===== src/rtl/dtt_xbar_rr_scheduler.sv =====
// Per-output round-robin scheduler for the crossbar datapath.
// Each output port runs its own IDLE/LOCKED FSM. An output keeps its owner for a whole
// packet, passes that output's ready back to the owner, and releases the owner after
// the last beat or after TIMEOUT consecutive owner-idle cycles.
//
//   state  | meaning
//   IDLE   | output unowned; arbitrates round-robin among eligible inputs
//   LOCKED | output owned by owner_q; beats flow while out_ready_i is high
module dtt_xbar_rr_scheduler #(
    parameter int N_IN    = 4,
    parameter int N_OUT   = 4,
    parameter int TIMEOUT = 16
) (
    input  logic                          clk_i,
    input  logic                          rst_n_i,
    input  logic [N_IN-1:0]               req_valid_i,
    input  logic [N_IN*$clog2(N_OUT)-1:0] req_dest_i,
    input  logic [N_IN-1:0]               req_last_i,
    output logic [N_IN-1:0]               req_ready_o,
    input  logic [N_OUT-1:0]              out_ready_i,
    output logic [N_OUT*$clog2(N_IN)-1:0] out_sel_o,
    output logic [N_OUT-1:0]              out_sel_valid_o,
    output logic [N_OUT-1:0]              timeout_pulse_o
);
    localparam int DW    = $clog2(N_OUT);
    localparam int SW    = $clog2(N_IN);
    localparam int CW    = (TIMEOUT > 0) ? $clog2(TIMEOUT + 1) : 1;
    localparam int TO_M1 = (TIMEOUT > 0) ? TIMEOUT - 1 : 0;
    // Counter value at which one more idle cycle completes the timeout.
    localparam logic [CW-1:0] TO_LAST = CW'(TO_M1);

    typedef enum logic {IDLE = 1'b0, LOCKED = 1'b1} state_e;

    state_e          state_q    [N_OUT];
    state_e          state_d    [N_OUT];
    logic [SW-1:0]   owner_q    [N_OUT];
    logic [SW-1:0]   owner_d    [N_OUT];
    logic [SW-1:0]   rr_ptr_q   [N_OUT];
    logic [SW-1:0]   rr_ptr_d   [N_OUT];
    logic [CW-1:0]   idle_cnt_q [N_OUT];
    logic [CW-1:0]   idle_cnt_d [N_OUT];
    logic [N_OUT-1:0] pulse_q;
    logic [N_OUT-1:0] pulse_d;
    logic [N_IN-1:0]  owns;

    // State register: all per-output state, cleared asynchronously.
    always_ff @(posedge clk_i or negedge rst_n_i) begin
        if (!rst_n_i) begin
            for (int j = 0; j < N_OUT; j++) begin
                state_q[j]    <= IDLE;
                owner_q[j]    <= '0;
                rr_ptr_q[j]   <= '0;
                idle_cnt_q[j] <= '0;
            end
            pulse_q <= '0;
        end else begin
            for (int j = 0; j < N_OUT; j++) begin
                state_q[j]    <= state_d[j];
                owner_q[j]    <= owner_d[j];
                rr_ptr_q[j]   <= rr_ptr_d[j];
                idle_cnt_q[j] <= idle_cnt_d[j];
            end
            pulse_q <= pulse_d;
        end
    end

    // Inputs that currently own some output; they may not win another one.
    always_comb begin
        owns = '0;
        for (int j = 0; j < N_OUT; j++) begin
            if (state_q[j] == LOCKED) owns[owner_q[j]] = 1'b1;
        end
    end

    // Next-state logic: round-robin grant in IDLE, packet / timeout release in LOCKED.
    always_comb begin
        logic found;
        logic rel;
        int   cand;
        int   own;
        found   = 1'b0;
        rel     = 1'b0;
        cand    = 0;
        own     = 0;
        pulse_d = '0;
        for (int j = 0; j < N_OUT; j++) begin
            state_d[j]    = state_q[j];
            owner_d[j]    = owner_q[j];
            rr_ptr_d[j]   = rr_ptr_q[j];
            idle_cnt_d[j] = idle_cnt_q[j];
            found         = 1'b0;
            rel           = 1'b0;
            own           = int'(owner_q[j]);
            case (state_q[j])
                IDLE: begin
                    for (int k = 0; k < N_IN; k++) begin
                        cand = (int'(rr_ptr_q[j]) + k) % N_IN;
                        if (!found && req_valid_i[cand] && !owns[cand] &&
                            (req_dest_i[cand*DW +: DW] == DW'(j))) begin
                            found      = 1'b1;
                            owner_d[j] = SW'(cand);
                        end
                    end
                    if (found) begin
                        state_d[j]    = LOCKED;
                        idle_cnt_d[j] = '0;
                    end
                end
                LOCKED: begin
                    if (req_valid_i[own]) begin
                        idle_cnt_d[j] = '0;
                        if (out_ready_i[j] && req_last_i[own]) rel = 1'b1;
                    end else if (out_ready_i[j] && (TIMEOUT != 0)) begin
                        // Backpressured cycles do not count as owner-idle.
                        if (idle_cnt_q[j] == TO_LAST) begin
                            rel        = 1'b1;
                            pulse_d[j] = 1'b1;
                        end else begin
                            idle_cnt_d[j] = idle_cnt_q[j] + 1'b1;
                        end
                    end
                    if (rel) begin
                        state_d[j]    = IDLE;
                        owner_d[j]    = '0;
                        idle_cnt_d[j] = '0;
                        rr_ptr_d[j]   = (own == N_IN - 1) ? '0 : owner_q[j] + 1'b1;
                    end
                end
                default: state_d[j] = IDLE;
            endcase
        end
    end

    // Outputs: selects straight from registers, ready routed from the owned output.
    always_comb begin
        req_ready_o     = '0;
        out_sel_o       = '0;
        out_sel_valid_o = '0;
        timeout_pulse_o = pulse_q;
        for (int j = 0; j < N_OUT; j++) begin
            out_sel_o[j*SW +: SW] = owner_q[j];
            out_sel_valid_o[j]    = (state_q[j] == LOCKED);
            if ((state_q[j] == LOCKED) && out_ready_i[j]) req_ready_o[owner_q[j]] = 1'b1;
        end
    end

endmodule

===== config.mk =====
export PLATFORM = sky130hd
export DESIGN_NAME = dtt_xbar_rr_scheduler
export DESIGN_NICKNAME = d
export VERILOG_FILES = /design/src/rtl/dtt_xbar_rr_scheduler.sv
export SDC_FILE = /design/constraint.sdc
export NUM_CORES = 1
export LEC_CHECK = 0
export BUFFER_PORTS_ARGS = -buffer_cell sky130_fd_sc_hd__buf_2
export CAP_MARGIN = 10
export CORE_MARGIN = 2
export CORE_UTILIZATION = 50
export DETAILED_ROUTE_END_ITERATION = 12
export GPL_ROUTABILITY_DRIVEN = 0
export PLACE_DENSITY = 0.71
export RECOVER_POWER = 25
export SLEW_MARGIN = 20
export SYNTH_ARGS = -nofsm -noshare
export SYNTH_HDL_FRONTEND = slang
export SYNTH_SLANG_ARGS = --single-unit

===== constraint.sdc =====
create_clock -name clk_i -period 2.32 [get_ports clk_i]
set_input_delay 0.116 -clock clk_i [delete_from_list [all_inputs] [get_ports clk_i]]
set_output_delay 0.116 -clock clk_i [all_outputs]
set_load 0.02 [all_outputs]

==> run_results.csv, run 1 <==
group,metric,value,unit
clocking,cts_tree,"built",
sta,layout_setup_ws,-0.0775,ns
worst_setup_path,critPathRequiredTime,2.52,ns
clocking,clock-sinks,44,
worst_setup_path,ff2ff_setup_slack,-0.08,ns
yosys,ys_ff_latch,44,
detailed_routing,wl_per_cell,18.0,um
placed_design,io_buffers,41,
worst_setup_path,endpoint,"out_sel_o[1]",
sta,slew_viol_final,0,
power_and_ir_drop,p_total,5.69,mW
worst_setup_path,startpoint_type,"flip-flop",
yosys,ys_seq_area_share,29.8,%
yosys,syn_avg_cell_area,9.25,sq um
detailed_routing,avgViaCountPerCell,6.22,
yosys,syn_inst,399,
floorplan,dieHeight,89.9,um
sta,hold_ws,0.112,ns
sta,finalSetupViolations,7,
worst_setup_path,reg2reg_depth,10,
hold_path,worstHoldPathType,"in -> reg",
floorplan,start_util,51.2,%
worst_setup_path,timing.rr.end,"out_sel_o[1]",
floorplan,std_cell_rows,31,
grt,antenna_found_initial,0,
grt,track_usage,25.8,%
clocking,clk_pin_slew,0.10,ns
floorplan,die_area,8090,sq um
yosys,synth_edf_count,0,
sta,tightest_slew,0.947,ns
sta,fin_crit_sh,103,%
yosys,synth_cell_types,68,
outcome,status,"finished, violations left",
sta,period_needed,2.40,ns
sta,rsz0062_at_grt,"yes",
sta,fmaxAchievable,417,MHz
grt,grt_pass1_vias,3572,
worst_setup_path,crit_path_end_kind,"flip-flop",
detailed_routing,drt_first_pass_iters,6,
finish,syn2layout_area_growth,33.2,%
clocking,clock_latency,0.31,ns
grt,grt_max_degree,37,
yosys,yosysWarnings,0,
grt,grt.overflow.total,0,
sta,slew_headroom,36.9,%
detailed_routing,drt_iter0_markers,275,
power_and_ir_drop,power_per_cell_area,1160,nW/um^2
floorplan,io_pins,42,
power_and_ir_drop,power.leakage,2.14,nW
worst_setup_path,worstSetupPathType,"reg -> reg",
finish,fillers,594,
finish,fin_util,68.1,%
finish,finalNetCount,547,
finish,diodes,0,
power_and_ir_drop,peakVddDrop,0.727,mV
grt,grt_pass1_wl,16.9,mm
placed_design,post-dp-hpwl,7.75,mm
placed_design,placedCellCount,580,
detailed_routing,antenna_left,0,
worst_setup_path,startpoint,"out_sel_o[7]",
floorplan,die_x,89.9,um
clocking,clockBufferDepth,2,
yosys,syn_nets,445,
detailed_routing,drc,0,
sta,final.setup_skew,0.0138,ns
clocking,cts_buffers,5,
finish,layout-drive-gt1-share,42.0,%
flow_run,drv_cap,0,
yosys,postSynth.asyncResetShare,100,%
sta,finalHoldViolations,0,
detailed_routing,finalWirelength,10.8,mm
finish,layout_commonest_cell,"buf_4",
clocking,htreeDepth,2,
floorplan,core,7210,sq um
worst_setup_path,rr_startpoint,"out_sel_o[7]",
clocking,clockRootBuffer,"clkbuf_8",
finish,final_cell_mix,"buf_4 (63), buf_2 (36), nand2_1 (35), nor2_1 (35), dfrtp_1 (35)",
detailed_routing,num_vias,3739,
yosys,netlist_area,3690,sq um
yosys,synth_ff_type,"dfrtp_1",
worst_setup_path,critPathMaxFanout,4,
worst_setup_path,cp.arrival,2.60,ns
outcome,violations,"negative setup slack",
finish,fin_cells,601,
-- worst min path at each step --
stage | depth (start not counted) | slack, ns | from | to
floorplan | 0 | -0.18 | rst_n_i | idle_cnt_q[0]
global placement | 1 | 0.27 | rst_n_i | idle_cnt_q[13]
detailed placement | 1 | 0.28 | rst_n_i | idle_cnt_q[13]
CTS | 3 | 0.11 | out_ready_i[3] | out_sel_valid_o[3]
global route | 3 | 0.12 | out_ready_i[3] | out_sel_valid_o[3]
finish | 3 | 0.11 | out_ready_i[3] | out_sel_valid_o[3]
-- state kept, by name, summed over array words and instances (netlist names) --
register,flops
idle_cnt_q,20
out_sel_o,8
rr_ptr_q,8
out_sel_valid_o,4
timeout_pulse_o,4
-- final cells by class --
class	instances	area, sq um	share of cell area [%]
Multi-Input combinational cell	322	2740	55.7
Clock inverter	2	60.1	1.22
Timing Repair Buffer	110	739	15.0
Sequential cell	44	1110	22.6
Inverter	18	67.6	1.37
Tap cell	99	124	2.52
Clock buffer	6	72.6	1.48
-- metal layers --
layer / track usage, % / vias up / routed length [um]
li1: - / 1719 / -
met1: 33.2 / 1842 / 4660
met2: 44.8 / 149 / 5300
met3: 4.19 / 29 / 629
met4: 7.69 / 0 / 241
met5: 0 / - / 0
-- critical path: stages (launching register included) --
cell,delay (ns)
dfrtp_2,0.47
inv_1,0.12
ha_2,0.23
a22oi_2,0.11
and4_1,0.26
or3_1,0.33
a21oi_1,0.22
a311oi_2,0.07
a211oi_2,0.17
o21ai_0,0.11
a31o_1,0.20
-- kinds of logic after synthesis --
group | share of synthesized area (%)
AO/OA/AOI/OAI | 22.4
XOR/XNOR | 0.237
adder cells (fa/ha/maj) | 8.14
buffers and inverters | 4.61
flip-flops | 29.8
multiplexers | 12.6
AND/OR/NAND/NOR | 22.2
-- through the flow --
step	TNS [ns]	cell area (sq um)	worst slack, ns
floorplan	0	3720	0.00229
global placement	0	4370	0.00532
detailed placement	-0.175	4370	-0.0591
CTS	-0.0827	4580	-0.0452
global route	-1.24	4920	-0.203
finish	-0.201	4920	-0.0775
-- cells in the mapped netlist, drive strengths merged, types with 4 or more instances --
cell,instances,area [sq um]
nand2,39,146
a32oi,7,61.3
nand3b,5,37.5
mux4,9,218
o21ai,29,145
and3,6,37.5
a22oi,10,150
mux2i,11,123
buf,9,75.1
nor2b,6,37.5
clkbuf,7,27.5
o31ai,10,75.1
nand4,12,96.3
dfrtp,44,1100
ha,24,300
mux2,11,124
nor3,9,45.0
inv,18,67.6
nand2b,6,37.5
a21oi,13,65.1
o22ai,4,25.0
nor2,40,153
nand3,15,75.1
and2,6,40.0
-- timing repair --
action,in CTS,in global routing
pin swaps,14,34
gates cloned,0,1
gates resized for setup,8,70
endpoints found under the hold margin,34,0
endpoints found under the setup margin,13,23
buffers inserted,5,7
hold buffers,1,0
-- report_power, final --
part	leakage, nW	total (mW)	internal, mW	switching, mW
Combinational	1.51	3.58	1.66	1.92
Sequential	0.565	1.38	1.00	0.385
Clock	0.0654	0.722	0.431	0.291
Total	2.14	5.69	3.09	2.59
(Power assumes the default switching activity.)
==> run 2, diff against run 1 <==
RECOVER_POWER = default   (was 25)
==> run_results.csv, run 2 (synthesis gave the netlist of run 1 again) <==
group,metric,value,unit
worst_setup_path,ff2ff_setup_slack,-0.07,ns
clocking,htreeDepth,2,
detailed_routing,drc,0,
worst_setup_path,endpoint,"out_sel_o[1]",
grt,grt.overflow.total,0,
power_and_ir_drop,p_total,5.68,mW
clocking,clock_latency,0.31,ns
floorplan,dieHeight,89.9,um
grt,grt_max_degree,37,
sta,tightest_slew,0.847,ns
finish,regMostFlops,"idle_cnt_q",
detailed_routing,num_vias,3710,
floorplan,io_pins,42,
worst_setup_path,reg2reg_depth,10,
floorplan,start_util,51.2,%
worst_setup_path,rr_startpoint,"out_sel_o[7]",
sta,fin_crit_sh,103,%
placed_design,post-dp-hpwl,7.75,mm
worst_setup_path,startpoint_type,"flip-flop",
worst_setup_path,timing.rr.end,"out_sel_o[1]",
sta,rsz0062_at_grt,"yes",
sta,finalSetupViolations,6,
sta,period_needed,2.39,ns
worst_setup_path,critPathMaxFanout,4,
placed_design,io_buffers,41,
grt,track_usage,25.8,%
sta,layout_setup_ws,-0.0732,ns
worst_setup_path,crit_slowest_cell,"dfrtp_2",
power_and_ir_drop,peakVddDrop,0.728,mV
finish,final_cell_mix,"buf_4 (63), buf_2 (41), nand2_1 (35), nor2_1 (35), dfrtp_1 (35)",
power_and_ir_drop,power.leakage,2.15,nW
placed_design,placedCellCount,580,
worst_setup_path,worstSetupPathType,"reg -> reg",
worst_setup_path,cp.depth,10,
sta,slew_viol_final,0,
clocking,clock-sinks,44,
finish,layout_commonest_cell,"buf_4",
finish,layout-drive-gt1-share,42.8,%
worst_setup_path,path_buf_inv,1,
flow_run,drv_cap,0,
clocking,clockBufferDepth,2,
detailed_routing,wl_per_cell,18.0,um
finish,finalNetCount,547,
grt,grt_pass1_wl,16.9,mm
sta,finalHoldViolations,0,
worst_setup_path,cp_cell_sequence,"inv_1 > ha_2 > a22oi_2 > and4_1 > or3_1 > a21oi_1 > a311oi_2 > a211oi_2 > o21ai_0 > a31o_1",
clocking,cts_tree,"built",
finish,largest_reg_flops,20,
sta,fmaxAchievable,418,MHz
floorplan,die_x,89.9,um
clocking,clockRootBuffer,"clkbuf_8",
detailed_routing,drt_iter0_markers,275,
detailed_routing,finalWirelength,10.8,mm
floorplan,die_area,8090,sq um
outcome,violations,"negative setup slack",
sta,final.setup_skew,0.0102,ns
sta,slew_headroom,43.5,%
worst_setup_path,critPathRequiredTime,2.52,ns
grt,grt_pass1_vias,3572,
detailed_routing,avgViaCountPerCell,6.17,
detailed_routing,antenna_left,0,
worst_setup_path,crit_path_end_kind,"flip-flop",
clocking,cts_buffers,5,
worst_setup_path,worst_path_dominant_cell_family,"compound AO/OA/AOI/OAI gates",
worst_setup_path,critical_path.max_stage_delay,0.47,ns
worst_setup_path,cp.arrival,2.60,ns
finish,syn2layout_area_growth,33.3,%
outcome,status,"finished, violations left",
grt,antenna_found_initial,0,
worst_setup_path,startpoint,"out_sel_o[7]",
finish,fin_cells,601,
finish,diodes,0,
clocking,clk_pin_slew,0.09,ns
hold_path,worstHoldPathType,"in -> reg",
sta,hold_ws,0.117,ns
finish,fillers,593,
floorplan,core,7210,sq um
hold_path,min-delay-start,"out_ready_i[3]",
power_and_ir_drop,power_per_cell_area,1150,nW/um^2
floorplan,std_cell_rows,31,
detailed_routing,drt_first_pass_iters,5,
run 2: cell count changes in the layout (fill, tap and decap cells not counted):
cell	delta
buf_2	+5
clkbuf_1	-4
clkbuf_2	-1
run 2: final cells by class:
cell class / instances / area [sq um] / share of cell area (%)
multi-input cells: 322 / 2740 / 55.7
flip-flops and latches: 44 / 1110 / 22.6
repair buffers: 110 / 744 / 15.1
well taps: 99 / 124 / 2.52
clock buffers: 6 / 72.6 / 1.47
inverters: 18 / 67.6 / 1.37
clock inverters: 2 / 60.1 / 1.22
run 2: worst register-to-register path: stages (launching register included):
cell      delay [ns]
dfrtp_2         0.47
inv_1           0.12
ha_2            0.23
a22oi_2         0.11
and4_1          0.26
or3_1           0.33
a21oi_1         0.22
a311oi_2        0.07
a211oi_2        0.17
o21ai_0         0.11
a31o_1          0.20
run 2: worst min-delay path by stage:
stage	to	depth (start not counted)
floorplan	idle_cnt_q[0]	0
global placement	idle_cnt_q[13]	1
detailed placement	idle_cnt_q[13]	1
CTS	out_sel_valid_o[3]	3
global route	out_sel_valid_o[3]	3
finish	out_sel_valid_o[3]	3
run 2: where the power goes:
group          internal [mW]  leakage (nW)  switching, mW
registers               1.00         0.565          0.384
logic                   1.66          1.52           1.92
clock network          0.431        0.0654          0.286
run 2: repair_timing:
item / 4_1_cts / 5_1_grt
cloned: 0 / 1
pin swaps: 14 / 34
hold endpoints to repair: 34 / 0
endpoints found under the setup margin: 13 / 23
hold buffers: 1 / 0
buffers inserted: 5 / 7
resized for setup: 8 / 70
run 2: routing by layer:
metal | wire length (um) | part of all wire, % | track usage (%) | up-vias
met4 | 252 | 2.3 | 7.69 | 0
met3 | 653 | 6.0 | 4.19 | 31
li1 | - | - | - | 1715
met5 | 0 | 0 | 0 | -
met1 | 4610 | 43 | 33.2 | 1821
met2 | 5290 | 49 | 44.8 | 143
run 2: through the flow:
stage	util [%]	area, sq um	TNS, ns	worst slack (ns)
final	68.2	4920	-0.158	-0.0732
after global routing	68.2	4920	-1.24	-0.203
after CTS	63.5	4580	-0.0827	-0.0452
after detailed placement	60.6	4370	-0.175	-0.0591
after global placement	60.6	4370	0	0.00532
after floorplan	-	3720	0	0.00229
==> run 3, diff against run 2 <==
PLACE_DENSITY = 0.68   (was 0.71)
clock period = 2.7 ns   (was 2.32 ns; I/O delays follow)
==> run_results.csv, run 3 (synthesis gave the netlist of run 1 again) <==
group,metric,value,unit
sta,finalHoldViolations,0,
clocking,clock_latency,0.30,ns
placed_design,post_dp_cell_area,3990,sq um
floorplan,die_x,89.9,um
sta,layout_setup_ws,0.0604,ns
finish,fin_area,4190,sq um
placed_design,pre_cts_ws,0.0102,ns
sta,slew_headroom,61.1,%
finish,layout_commonest_cell,"buf_2",
finish,fin_cells,545,
detailed_routing,antenna_left,0,
detailed_routing,finalWirelength,9.64,mm
sta,period_needed,2.64,ns
detailed_routing,drt_iter0_markers,209,
worst_setup_path,path_buf_inv,1,
floorplan,start_util,51.2,%
power_and_ir_drop,power_per_cell_area,990,nW/um^2
floorplan,core,7210,sq um
hold_path,worstHoldPathType,"in -> reg",
worst_setup_path,cp.arrival,2.82,ns
finish,regMostFlops,"idle_cnt_q",
clocking,htreeDepth,2,
placed_design,placedCellCount,532,
sta,fmaxAchievable,379,MHz
power_and_ir_drop,power.leakage,1.87,nW
outcome,status,"completed",
power_and_ir_drop,peakVddDrop,0.621,mV
floorplan,die_area,8090,sq um
worst_setup_path,critical_path.max_stage_delay,0.47,ns
finish,finalNetCount,492,
worst_setup_path,crit_path_end_kind,"flip-flop",
finish,final_cell_mix,"buf_2 (40), nand2_1 (39), nor2_1 (39), dfrtp_1 (36), o21ai_0 (25)",
worst_setup_path,cp.depth,10,
finish,diodes,0,
worst_setup_path,critPathRequiredTime,2.88,ns
sta,tightest_slew,0.584,ns
grt,grt_max_degree,45,
grt,track_usage,23.9,%
finish,layout-drive-gt1-share,24.7,%
worst_setup_path,worstSetupPathType,"reg -> reg",
detailed_routing,wl_per_cell,17.7,um
grt,antenna_found_initial,0,
detailed_routing,avgViaCountPerCell,6.12,
power_and_ir_drop,p_total,4.15,mW
detailed_routing,drc,0,
grt,grt_pass1_wl,15.6,mm
clocking,clockBufferDepth,2,
floorplan,io_pins,42,
worst_setup_path,reg2reg_depth,10,
worst_setup_path,crit_slowest_cell,"dfrtp_2",
placed_design,io_buffers,41,
detailed_routing,drt_first_pass_iters,5,
floorplan,dieHeight,89.9,um
sta,final.setup_skew,0.00481,ns
worst_setup_path,critPathMaxFanout,8,
worst_setup_path,startpoint_type,"flip-flop",
worst_setup_path,worst_path_dominant_cell_family,"compound AO/OA/AOI/OAI gates",
floorplan,std_cell_rows,31,
finish,syn2layout_area_growth,13.6,%
sta,slew_viol_final,0,
clocking,clock-sinks,44,
grt,grt_pass1_vias,3180,
flow_run,drv_cap,0,
clocking,clockRootBuffer,"clkbuf_8",
clocking,cts_tree,"built",
clocking,cts_buffers,5,
finish,largest_reg_flops,20,
sta,fin_crit_sh,97.8,%
detailed_routing,num_vias,3333,
grt,grt.overflow.total,0,
clocking,clk_pin_slew,0.09,ns
placed_design,post-dp-hpwl,7.16,mm
sta,finalSetupViolations,0,
worst_setup_path,cp_cell_sequence,"inv_1 > ha_1 > a22oi_4 > nand4_1 > mux2i_4 > o22ai_1 > a32o_1 > a21oi_1 > xor2_1 > mux2i_1",
sta,finalSetupTns,0,ns
hold_path,hold_path_depth,3,
run 3: path summary, 6_finish.rpt:
check	startpoint	to	slack (ns)
max	out_sel_o[6]	out_sel_o[4]	0.06
min	out_ready_i[3]	out_sel_valid_o[3]	0.15
max reg2reg	out_sel_o[6]	out_sel_o[4]	0.06
min reg2reg	idle_cnt_q[9]	idle_cnt_q[9]	0.48
max in group asynchronous	rst_n_i	out_sel_o[5]	1.90
min in group asynchronous	rst_n_i	idle_cnt_q[13]	0.37
run 3: layout make-up:
class | instances | area [sq um]
Fill cell | 686 | 3020
Multi-Input combinational cell | 321 | 2440
Sequential cell | 44 | 1110
Timing Repair Buffer | 56 | 323
Tap cell | 99 | 124
Clock buffer | 5 | 68.8
Inverter | 18 | 67.6
Clock inverter | 2 | 60.1
run 3: what timing repair did:
item	4_1_cts	5_1_grt
resized for setup	1	12
setup endpoints to repair	1	9
pin swaps	0	5
hold buffers	0	1
setup buffers	0	5
endpoints found under the hold margin	0	44
run 3: worst reg2reg max path, stage by stage (launching register included):
cell and delay (ns):
dfrtp_2 0.47, inv_1 0.10, ha_1 0.26, a22oi_4 0.26, nand4_1 0.33, mux2i_4 0.24, o22ai_1 0.13, a32o_1 0.28
a21oi_1 0.18, xor2_1 0.17, mux2i_1 0.09
run 3: stage by stage:
step	util, %	hold WS [ns]
CTS	57.0	0.0574
global placement	55.2	0.380
finish	58.1	0.152
detailed placement	55.2	0.384
global route	58.1	0.161
floorplan	-	-0.161
run 3: where the power goes:
part / total [mW] / internal (mW) / switching [mW] / leakage, nW
clock network: 0.610 / 0.365 / 0.245 / 0.0642
registers: 1.24 / 0.857 / 0.378 / 0.565
logic: 2.31 / 1.01 / 1.30 / 1.24
run 3: layer usage:
metal | track usage, % | vias to the layer above | wire, um
li1 | - | 1599 | -
met1 | 32.2 | 1597 | 4360
met2 | 40.2 | 119 | 4590
met3 | 3.60 | 18 | 522
met4 | 6.92 | 0 | 170
met5 | 0 | - | 0
